<file path="src/rtl/gme_arb_pkg.sv">
// Shared constants, the tag type and a small popcount helper for the lookup arbiter.
package gme_arb_pkg;

  localparam int KEY_W   = 512;
  localparam int INDEX_W = 16;
  localparam int MAX_REQ = 4;
  localparam int TAG_W   = 2;

  // Tag identifies the requester that issued a lookup; wide enough for MAX_REQ.
  typedef logic [TAG_W-1:0] tag_t;

  // Number of set bits in a requester-wide vector (used to count same-cycle drops).
  function automatic logic [2:0] count_ones(input logic [MAX_REQ-1:0] v);
    logic [2:0] n;
    n = 3'd0;
    for (int i = 0; i < MAX_REQ; i++) begin
      n = n + {2'b00, v[i]};
    end
    return n;
  endfunction

endpackage

</file>
<file path="src/rtl/gme_arb_tag_fifo.sv">
// Synchronous FIFO of requester tags for lookups still awaiting an index.
// Push is ignored when full and pop when empty, so a push into an empty
// FIFO cannot be popped in the same cycle.
module gme_arb_tag_fifo #(
  parameter int DEPTH = 32,
  parameter int W     = 1
) (
  input  logic                       clk,
  input  logic                       srst,
  input  logic                       i_push,
  input  logic [W-1:0]               i_din,
  input  logic                       i_pop,
  output logic [W-1:0]               o_dout,
  output logic [$clog2(DEPTH):0]     o_usedw,
  output logic                       o_empty,
  output logic                       o_full
);

  localparam int AW = $clog2(DEPTH);
  localparam logic [AW:0]   FULL_LVL = (AW+1)'(DEPTH);
  localparam logic [AW:0]   ONE_U    = (AW+1)'(1);
  localparam logic [AW-1:0] ONE_P    = AW'(1);

  logic [W-1:0]  r_mem [DEPTH];
  logic [AW-1:0] r_wr_ptr;
  logic [AW-1:0] r_rd_ptr;
  logic [AW:0]   r_usedw;
  logic          w_push;
  logic          w_pop;

  assign o_empty = (r_usedw == '0);
  assign o_full  = (r_usedw == FULL_LVL);
  assign w_push  = i_push & ~o_full;
  assign w_pop   = i_pop & ~o_empty;
  assign o_dout  = r_mem[r_rd_ptr];
  assign o_usedw = r_usedw;

  // Storage write; contents need no reset because the pointers define validity.
  always_ff @(posedge clk) begin
    if (w_push) begin
      r_mem[r_wr_ptr] <= i_din;
    end
  end

  // Pointer and occupancy bookkeeping; simultaneous push and pop keeps usedw.
  always_ff @(posedge clk) begin
    if (srst) begin
      r_wr_ptr <= '0;
      r_rd_ptr <= '0;
      r_usedw  <= '0;
    end else begin
      if (w_push) begin
        r_wr_ptr <= r_wr_ptr + ONE_P;
      end
      if (w_pop) begin
        r_rd_ptr <= r_rd_ptr + ONE_P;
      end
      case ({w_push, w_pop})
        2'b10:   r_usedw <= r_usedw + ONE_U;
        2'b01:   r_usedw <= r_usedw - ONE_U;
        default: r_usedw <= r_usedw;
      endcase
    end
  end

endmodule

</file>
<file path="src/rtl/gme_lookup_arb.sv">
// Round-robin arbiter sharing one lookup engine between NUM_REQ key requesters.
// Each requester has a one-entry key holding register; issued lookups are
// tagged in order so returned indexes are steered back to their owner.
module gme_lookup_arb
  import gme_arb_pkg::*;
#(
  parameter int NUM_REQ   = 2,
  parameter int TAG_DEPTH = 32
) (
  input  logic                         clk,
  input  logic                         srst,
  input  logic [NUM_REQ-1:0]           in_req_key_wr,
  input  logic [NUM_REQ*KEY_W-1:0]     in_req_key,
  output logic [NUM_REQ-1:0]           out_req_key_alf,
  output logic                         out_lkp_key_wr,
  output logic [KEY_W-1:0]             out_lkp_key,
  input  logic                         in_lkp_key_alf,
  input  logic                         in_lkp_index_wr,
  input  logic [INDEX_W-1:0]           in_lkp_index,
  output logic [NUM_REQ-1:0]           out_req_index_wr,
  output logic [INDEX_W-1:0]           out_req_index,
  input  logic                         cfg_arb_en,
  output logic [NUM_REQ*32-1:0]        out_grant_count,
  output logic [31:0]                  out_drop_count,
  output logic [31:0]                  out_orphan_count,
  output logic [$clog2(TAG_DEPTH):0]   out_tag_usedw
);

  localparam int TW = (NUM_REQ > 1) ? $clog2(NUM_REQ) : 1;
  localparam int UW = $clog2(TAG_DEPTH) + 1;
  localparam logic [UW-1:0] ALF_LVL = UW'(TAG_DEPTH - 2);

  logic [NUM_REQ-1:0] r_hold_vld;
  logic [KEY_W-1:0]   r_hold_key [NUM_REQ];
  logic [TW-1:0]      r_rr_ptr;
  logic               r_lkp_key_wr;
  logic [KEY_W-1:0]   r_lkp_key;
  logic [NUM_REQ-1:0] r_idx_wr;
  logic [INDEX_W-1:0] r_idx;
  logic [31:0]        r_grant_cnt [NUM_REQ];
  logic [31:0]        r_drop_cnt;
  logic [31:0]        r_orphan_cnt;

  logic               w_gnt_allow;
  logic               w_gnt_vld;
  logic [TW-1:0]      w_gnt_idx;
  logic [NUM_REQ-1:0] w_gnt_oh;
  logic [NUM_REQ-1:0] w_load;
  logic [NUM_REQ-1:0] w_drop;
  logic [2:0]         w_drop_num;
  logic [NUM_REQ-1:0] w_head_oh;
  tag_t               w_head_tag;
  logic [TW-1:0]      w_fifo_dout;
  logic [UW-1:0]      w_usedw;
  logic               w_fifo_empty;
  logic               w_fifo_full;
  logic               w_pop;
  logic               w_orphan;

  // Requester index k positions after ptr, modulo NUM_REQ.
  function automatic logic [TW-1:0] rr_idx(input logic [TW-1:0] ptr, input int k);
    int s;
    s = int'(ptr) + k;
    if (s >= NUM_REQ) begin
      s = s - NUM_REQ;
    end
    return s[TW-1:0];
  endfunction

  assign w_gnt_allow = cfg_arb_en & ~in_lkp_key_alf & ~w_fifo_full & (|r_hold_vld);
  assign w_pop       = in_lkp_index_wr & ~w_fifo_empty;
  assign w_orphan    = in_lkp_index_wr & w_fifo_empty;
  assign w_head_tag  = tag_t'(w_fifo_dout);

  // Round-robin search: scanning backwards lets the requester nearest rr_ptr win.
  always_comb begin
    w_gnt_vld = 1'b0;
    w_gnt_idx = '0;
    if (w_gnt_allow) begin
      for (int k = NUM_REQ - 1; k >= 0; k--) begin
        if (r_hold_vld[rr_idx(r_rr_ptr, k)]) begin
          w_gnt_vld = 1'b1;
          w_gnt_idx = rr_idx(r_rr_ptr, k);
        end else begin
          w_gnt_vld = w_gnt_vld;
        end
      end
    end else begin
      w_gnt_vld = 1'b0;
    end
  end

  // Per-requester decode of grant, load, drop and delivery target.
  always_comb begin
    w_gnt_oh  = '0;
    w_load    = '0;
    w_drop    = '0;
    w_head_oh = '0;
    for (int i = 0; i < NUM_REQ; i++) begin
      w_gnt_oh[i]  = w_gnt_vld & (w_gnt_idx == TW'(i));
      w_load[i]    = in_req_key_wr[i] & (~r_hold_vld[i] | w_gnt_oh[i]);
      w_drop[i]    = in_req_key_wr[i] & r_hold_vld[i] & ~w_gnt_oh[i];
      w_head_oh[i] = (w_head_tag == tag_t'(i));
    end
    w_drop_num = count_ones(MAX_REQ'(w_drop));
  end

  // Key holding registers: reload wins over the clear caused by a grant.
  always_ff @(posedge clk) begin
    if (srst) begin
      r_hold_vld <= '0;
      for (int i = 0; i < NUM_REQ; i++) begin
        r_hold_key[i] <= '0;
      end
    end else begin
      for (int i = 0; i < NUM_REQ; i++) begin
        if (w_load[i]) begin
          r_hold_vld[i] <= 1'b1;
          r_hold_key[i] <= in_req_key[i*KEY_W +: KEY_W];
        end else if (w_gnt_oh[i]) begin
          r_hold_vld[i] <= 1'b0;
        end
      end
    end
  end

  // Registered key issue to the lookup engine and round-robin pointer advance.
  always_ff @(posedge clk) begin
    if (srst) begin
      r_lkp_key_wr <= 1'b0;
      r_lkp_key    <= '0;
      r_rr_ptr     <= '0;
    end else begin
      r_lkp_key_wr <= w_gnt_vld;
      if (w_gnt_vld) begin
        r_lkp_key <= r_hold_key[w_gnt_idx];
        r_rr_ptr  <= rr_idx(w_gnt_idx, 1);
      end
    end
  end

  // Index delivery to the requester whose tag heads the FIFO.
  always_ff @(posedge clk) begin
    if (srst) begin
      r_idx_wr <= '0;
      r_idx    <= '0;
    end else begin
      r_idx_wr <= w_pop ? w_head_oh : '0;
      if (w_pop) begin
        r_idx <= in_lkp_index;
      end
    end
  end

  // Statistics counters, all free-running and wrapping at 32 bits.
  always_ff @(posedge clk) begin
    if (srst) begin
      r_drop_cnt   <= '0;
      r_orphan_cnt <= '0;
      for (int i = 0; i < NUM_REQ; i++) begin
        r_grant_cnt[i] <= '0;
      end
    end else begin
      r_drop_cnt <= r_drop_cnt + {29'd0, w_drop_num};
      if (w_orphan) begin
        r_orphan_cnt <= r_orphan_cnt + 32'd1;
      end
      for (int i = 0; i < NUM_REQ; i++) begin
        if (w_gnt_oh[i]) begin
          r_grant_cnt[i] <= r_grant_cnt[i] + 32'd1;
        end
      end
    end
  end

  gme_arb_tag_fifo #(
    .DEPTH (TAG_DEPTH),
    .W     (TW)
  ) u_tag_fifo (
    .clk     (clk),
    .srst    (srst),
    .i_push  (w_gnt_vld),
    .i_din   (w_gnt_idx),
    .i_pop   (w_pop),
    .o_dout  (w_fifo_dout),
    .o_usedw (w_usedw),
    .o_empty (w_fifo_empty),
    .o_full  (w_fifo_full)
  );

  for (genvar g = 0; g < NUM_REQ; g++) begin : g_cnt_out
    assign out_grant_count[g*32 +: 32] = r_grant_cnt[g];
  end

  assign out_req_key_alf  = r_hold_vld | {NUM_REQ{(w_usedw >= ALF_LVL)}};
  assign out_lkp_key_wr   = r_lkp_key_wr;
  assign out_lkp_key      = r_lkp_key;
  assign out_req_index_wr = r_idx_wr;
  assign out_req_index    = r_idx;
  assign out_drop_count   = r_drop_cnt;
  assign out_orphan_count = r_orphan_cnt;
  assign out_tag_usedw    = w_usedw;

endmodule

</file>
<file path="config.mk">
export PLATFORM = sky130hd
export DESIGN_NAME = gme_lookup_arb
export DESIGN_NICKNAME = d
export VERILOG_FILES = /design/src/rtl/gme_arb_pkg.sv /design/src/rtl/gme_arb_tag_fifo.sv /design/src/rtl/gme_lookup_arb.sv
export SDC_FILE = /design/constraint.sdc
export NUM_CORES = 2
export LEC_CHECK = 0
export ABC_AREA = 1
export CORE_AREA = 2 2 659 661
export DETAILED_ROUTE_END_ITERATION = 12
export DIE_AREA = 0 0 661 663
export PLACE_DENSITY = 0.35
export SYNTH_ARGS = -nofsm -noshare
export SYNTH_HDL_FRONTEND = slang
export SYNTH_SLANG_ARGS = --single-unit
</file>
<file path="constraint.sdc">
create_clock -name clk -period 17.8 [get_ports clk]
set_input_delay 5.34 -clock clk [delete_from_list [all_inputs] [get_ports clk]]
set_output_delay 5.34 -clock clk [all_outputs]
set_load 0.01 [all_outputs]
</file>
==> metrics.md <==
| Metric | Value |
|---|---|
| Status | finished clean |
| Final setup viols | 0 |
| Setup crit end kind | register |
| Unrepaired setup endpoints after global routing | no |
| Synth warn | 0 |
| Yosys reg bits | 1739 |
| Iter 0 DRT Violations | approximately 3.8k |
| Share of the synthesized area in the top cell type | 47.50% |
| Clock Power Share | 41.8% |
| CTS Buffer Depth | 4 |
| Routed len/inst | 27.55 µm |
| Req. time, crit path | about 18000 ps |
| Yosys cell types | 36 |
| Routed Antenna Nets | 0 |
| Top cells by area, synth | edfxtp_1 (47%), dfxtp_1 (18%), a21boi_0 (9.8%), a21oi_1 (8.0%), nand2_1 (4.7%) |
| Clk_lat worst skew | 940 ps |
| Hold path cells | 2 |
| P_sw | 3.033 mW |
| Post-Route WL | 385.3 mm |
| Initial cell density of the core | around 16% |
| Post-CTS Setup Bufs | 0 |
| Min Tclk post-route | ~11000 ps |
| P_int | 8.013 mW |
| EDFF count, synth | 1120 |
| Crit Path Class | in2reg |
| Fmax | slightly above 0.09 GHz |
| Final hold vios | 0 |
| Cell Area, Synth | 70810 µm² |
| Port Buf Inserts | 1713 |
| Die height | 663 µm |
| DRC errors left | 0 |
| Sequential Power Share | 44.4% |
| Period utilization | 61.65% |
| Root Driver | clkbuf_16 |
| Most frequent cells in the layout | clkdlybuf4s50_1 (1709), a21oi_1 (1127), edfxtp_1 (1120) |
| Post-synthesis async set-or-reset flop share | 0% |
| Maximum vdd drop | approximately 75 µV |
| Critical R2R Launch | r_hold_vld[1] |
| Yosys top cell by area | edfxtp_1 |
| Worst R2R Path Depth | 10 |
| CTS tree | built |
| Skew final | approximately 86 ps |
| Resized Gates After CTS | 0 |
| Comb pwr share | 13.8% |
| Hold Path Origin | out_drop_count[31] |
| Sw frac | 27.46% |
| Core area | 432100 µm² |
| CTS buffer count | 223 |
| Reg2reg end | r_hold_key[1][11] |
| Reg2reg setup slack | 11030 ps |
| H-tree Lvls | 4 |
| Commonest non-fill, non-tap cell in the layout | clkdlybuf4s50_1 |
| Cts hold-fix bufs | 0 |
| Post-Synthesis Cells | 6528 |
| Syn_nets | 7588 |
| Grt total ovfl | 0 |
| Num ports | 1714 |
| Die footprint | 438200 µm² |
| Ys flop type | edfxtp_1 |
| First-pass GRT wire length | a little over 500 mm |
| CP peak stage delay | 750 ps |
| Vias in the first global route | 57.92k |
| Hpwl dp | 275.3 mm |
| Nets | 9057 |
| Arr. time, crit path | 11460 ps |
| Vias/cell | around 4.2 |
| Leak | ~36 nW |
| Area growth from synthesis to layout | 42.96% |
| Worst setup margin | 6826 ps |
| Drt pass-1 iters | 5 |
| Initial antenna violation count | 195 |
| Row cnt | 242 |
| Worst rel slew slack | between 5 and 6% |
| All-layer global routing usage | 16.80% |
| HP Class | reg2reg |
| Worst slack at placement | about 5900 ps |
| Worst path cell trace | clkdlybuf4s50_1, o21ai_1, nor2_1, nand2_4, inv_8, nand2_4, nand2_1, nand3_4, nand2_8, buf_12, buf_12 |
| GP Congestion | 0.8594 |
| Max Cap Viol | 0 |
| Die width | ~660 µm |
| Pwr per Cell Area | between 100 and 150 nW/µm² |
| Worst Hold End | out_drop_count[31] |
| Worst-margin pin slew | approximately 1400 ps |
| Startpoint types | input port |
| Slowest CP cell | nand2_8 |
| Sequential cell area fraction in the yosys report | between 60% and 70% |
| Share of layout cells above drive strength 1 | 5.277% |
| Setup total negative slack | 0 ps |
| Mapped Avg Cell Area | 10.85 µm² |
| Via count | a little under 60k |
| Crit Path Max Fanout | 127 |
| Fin Hold WS | between 400 and 500 ps |
| # fillers | 46.28k |
| Slew Limit Fails | 0 |
| CTS sink cnt | 1739 |
| Clk slew on worst S/H paths | 60 ps |
| Largest net degree at the start of global routing | between 200 and 250 |
[worst max-delay path, delay by kind of cell]
kind            cells  cell delay (ps)
buf+inv             4             2050
compound gates      1               70
simple gates        6             2790
[power by group through the flow]
stage	combinational, mW	clock [mW]	sequential (mW)
2_1_floorplan	0.582	0	4.98
3_3_place_gp	1.55	0	4.99
3_5_place_dp	1.55	0	4.99
4_1_cts	1.56	4.77	4.91
5_1_grt	1.64	4.90	4.94
6_report	1.52	4.62	4.91
[through the flow]
stage | cell area [µm²] | util [%] | cells | total power, mW
2_1_floorplan | 70810 | - | 6528 | 5.564
3_3_place_gp | 93750 | 21.70 | 13506 | 6.535
3_5_place_dp | 93750 | 21.70 | 13506 | 6.533
4_1_cts | 101100 | 23.39 | 13921 | 11.24
5_1_grt | 101200 | 23.41 | 13958 | 11.48
6_report | 101200 | 23.43 | 13985 | 11.05
[metal layers]
metal | vias up | track usage (%) | part of all wire [%]
met5 | - | 0 | 0.16
met4 | 94 | 5.595 | 3.5
met3 | 632 | 4.995 | 7.4
met2 | 1947 | 28.59 | 48
met1 | 29197 | 20.08 | 41
li1 | 26447 | - | -
[cell families after synthesis]
logic type / after synthesis / share of synthesized area (%)
flip-flops: 1739 / 65.00
AO/OA/AOI/OAI: 2733 / 22.98
buffers and inverters: 674 / 3.750
XOR/XNOR: 29 / 0.3587
adder cells (fa/ha/maj): 13 / 0.2403
AND/OR/NAND/NOR: 1340 / 7.671
[layout make-up]
type	count	area, µm²	area share [%]
antenna	64	160.2	0.1582
clock buffer	326	6371	6.294
clock inverter	89	939.7	0.9283
inverter	135	529.3	0.5228
multi-input combinational	4115	22190	21.92
sequential	1739	46020	45.47
tap	5734	7174	7.087
timing repair buffer	1783	17830	17.62
[worst max-delay path by stage]
stage                     from                 end  slack (ps)  cells past startpoint
CTS                 cfg_arb_en  r_hold_key[1][114]        6860                     11
floorplan           cfg_arb_en    r_hold_key[1][0]        4730                     11
finish              cfg_arb_en   r_hold_key[1][11]        6830                     11
global placement    cfg_arb_en   r_hold_key[1][85]        5900                     11
detailed placement  cfg_arb_en  r_hold_key[1][498]        5900                     11
global route        cfg_arb_en    r_hold_key[1][2]        6620                     11
[flip-flops by register name, indices dropped and copies added, names as in the netlist, 5 cells and up, named ones only]
register             count
r_hold_key            1024
out_lkp_key            512
r_grant_cnt             64
out_drop_count          32
out_orphan_count        32
u_tag_fifo.r_mem        32
out_req_index           16
u_tag_fifo.o_usedw       6
u_tag_fifo.r_rd_ptr      5
u_tag_fifo.r_wr_ptr      5
[cells in the mapped netlist, drive strengths merged, types with 5 or more instances]
| cell type | n |
|---|---|
| edfxtp | 1120 |
| nand3b | 16 |
| nor3 | 44 |
| clkbuf | 420 |
| nand4 | 25 |
| nand3 | 82 |
| xor2 | 17 |
| dfxtp | 619 |
| a21oi | 1127 |
| nor2 | 253 |
| o21a | 5 |
| inv | 135 |
| buf | 119 |
| xnor2 | 12 |
| a21boi | 1025 |
| nor3b | 9 |
| o21ai | 568 |
| nand2 | 880 |
| or2 | 23 |
| ha | 12 |
Power figures use the tool's default switching activity.
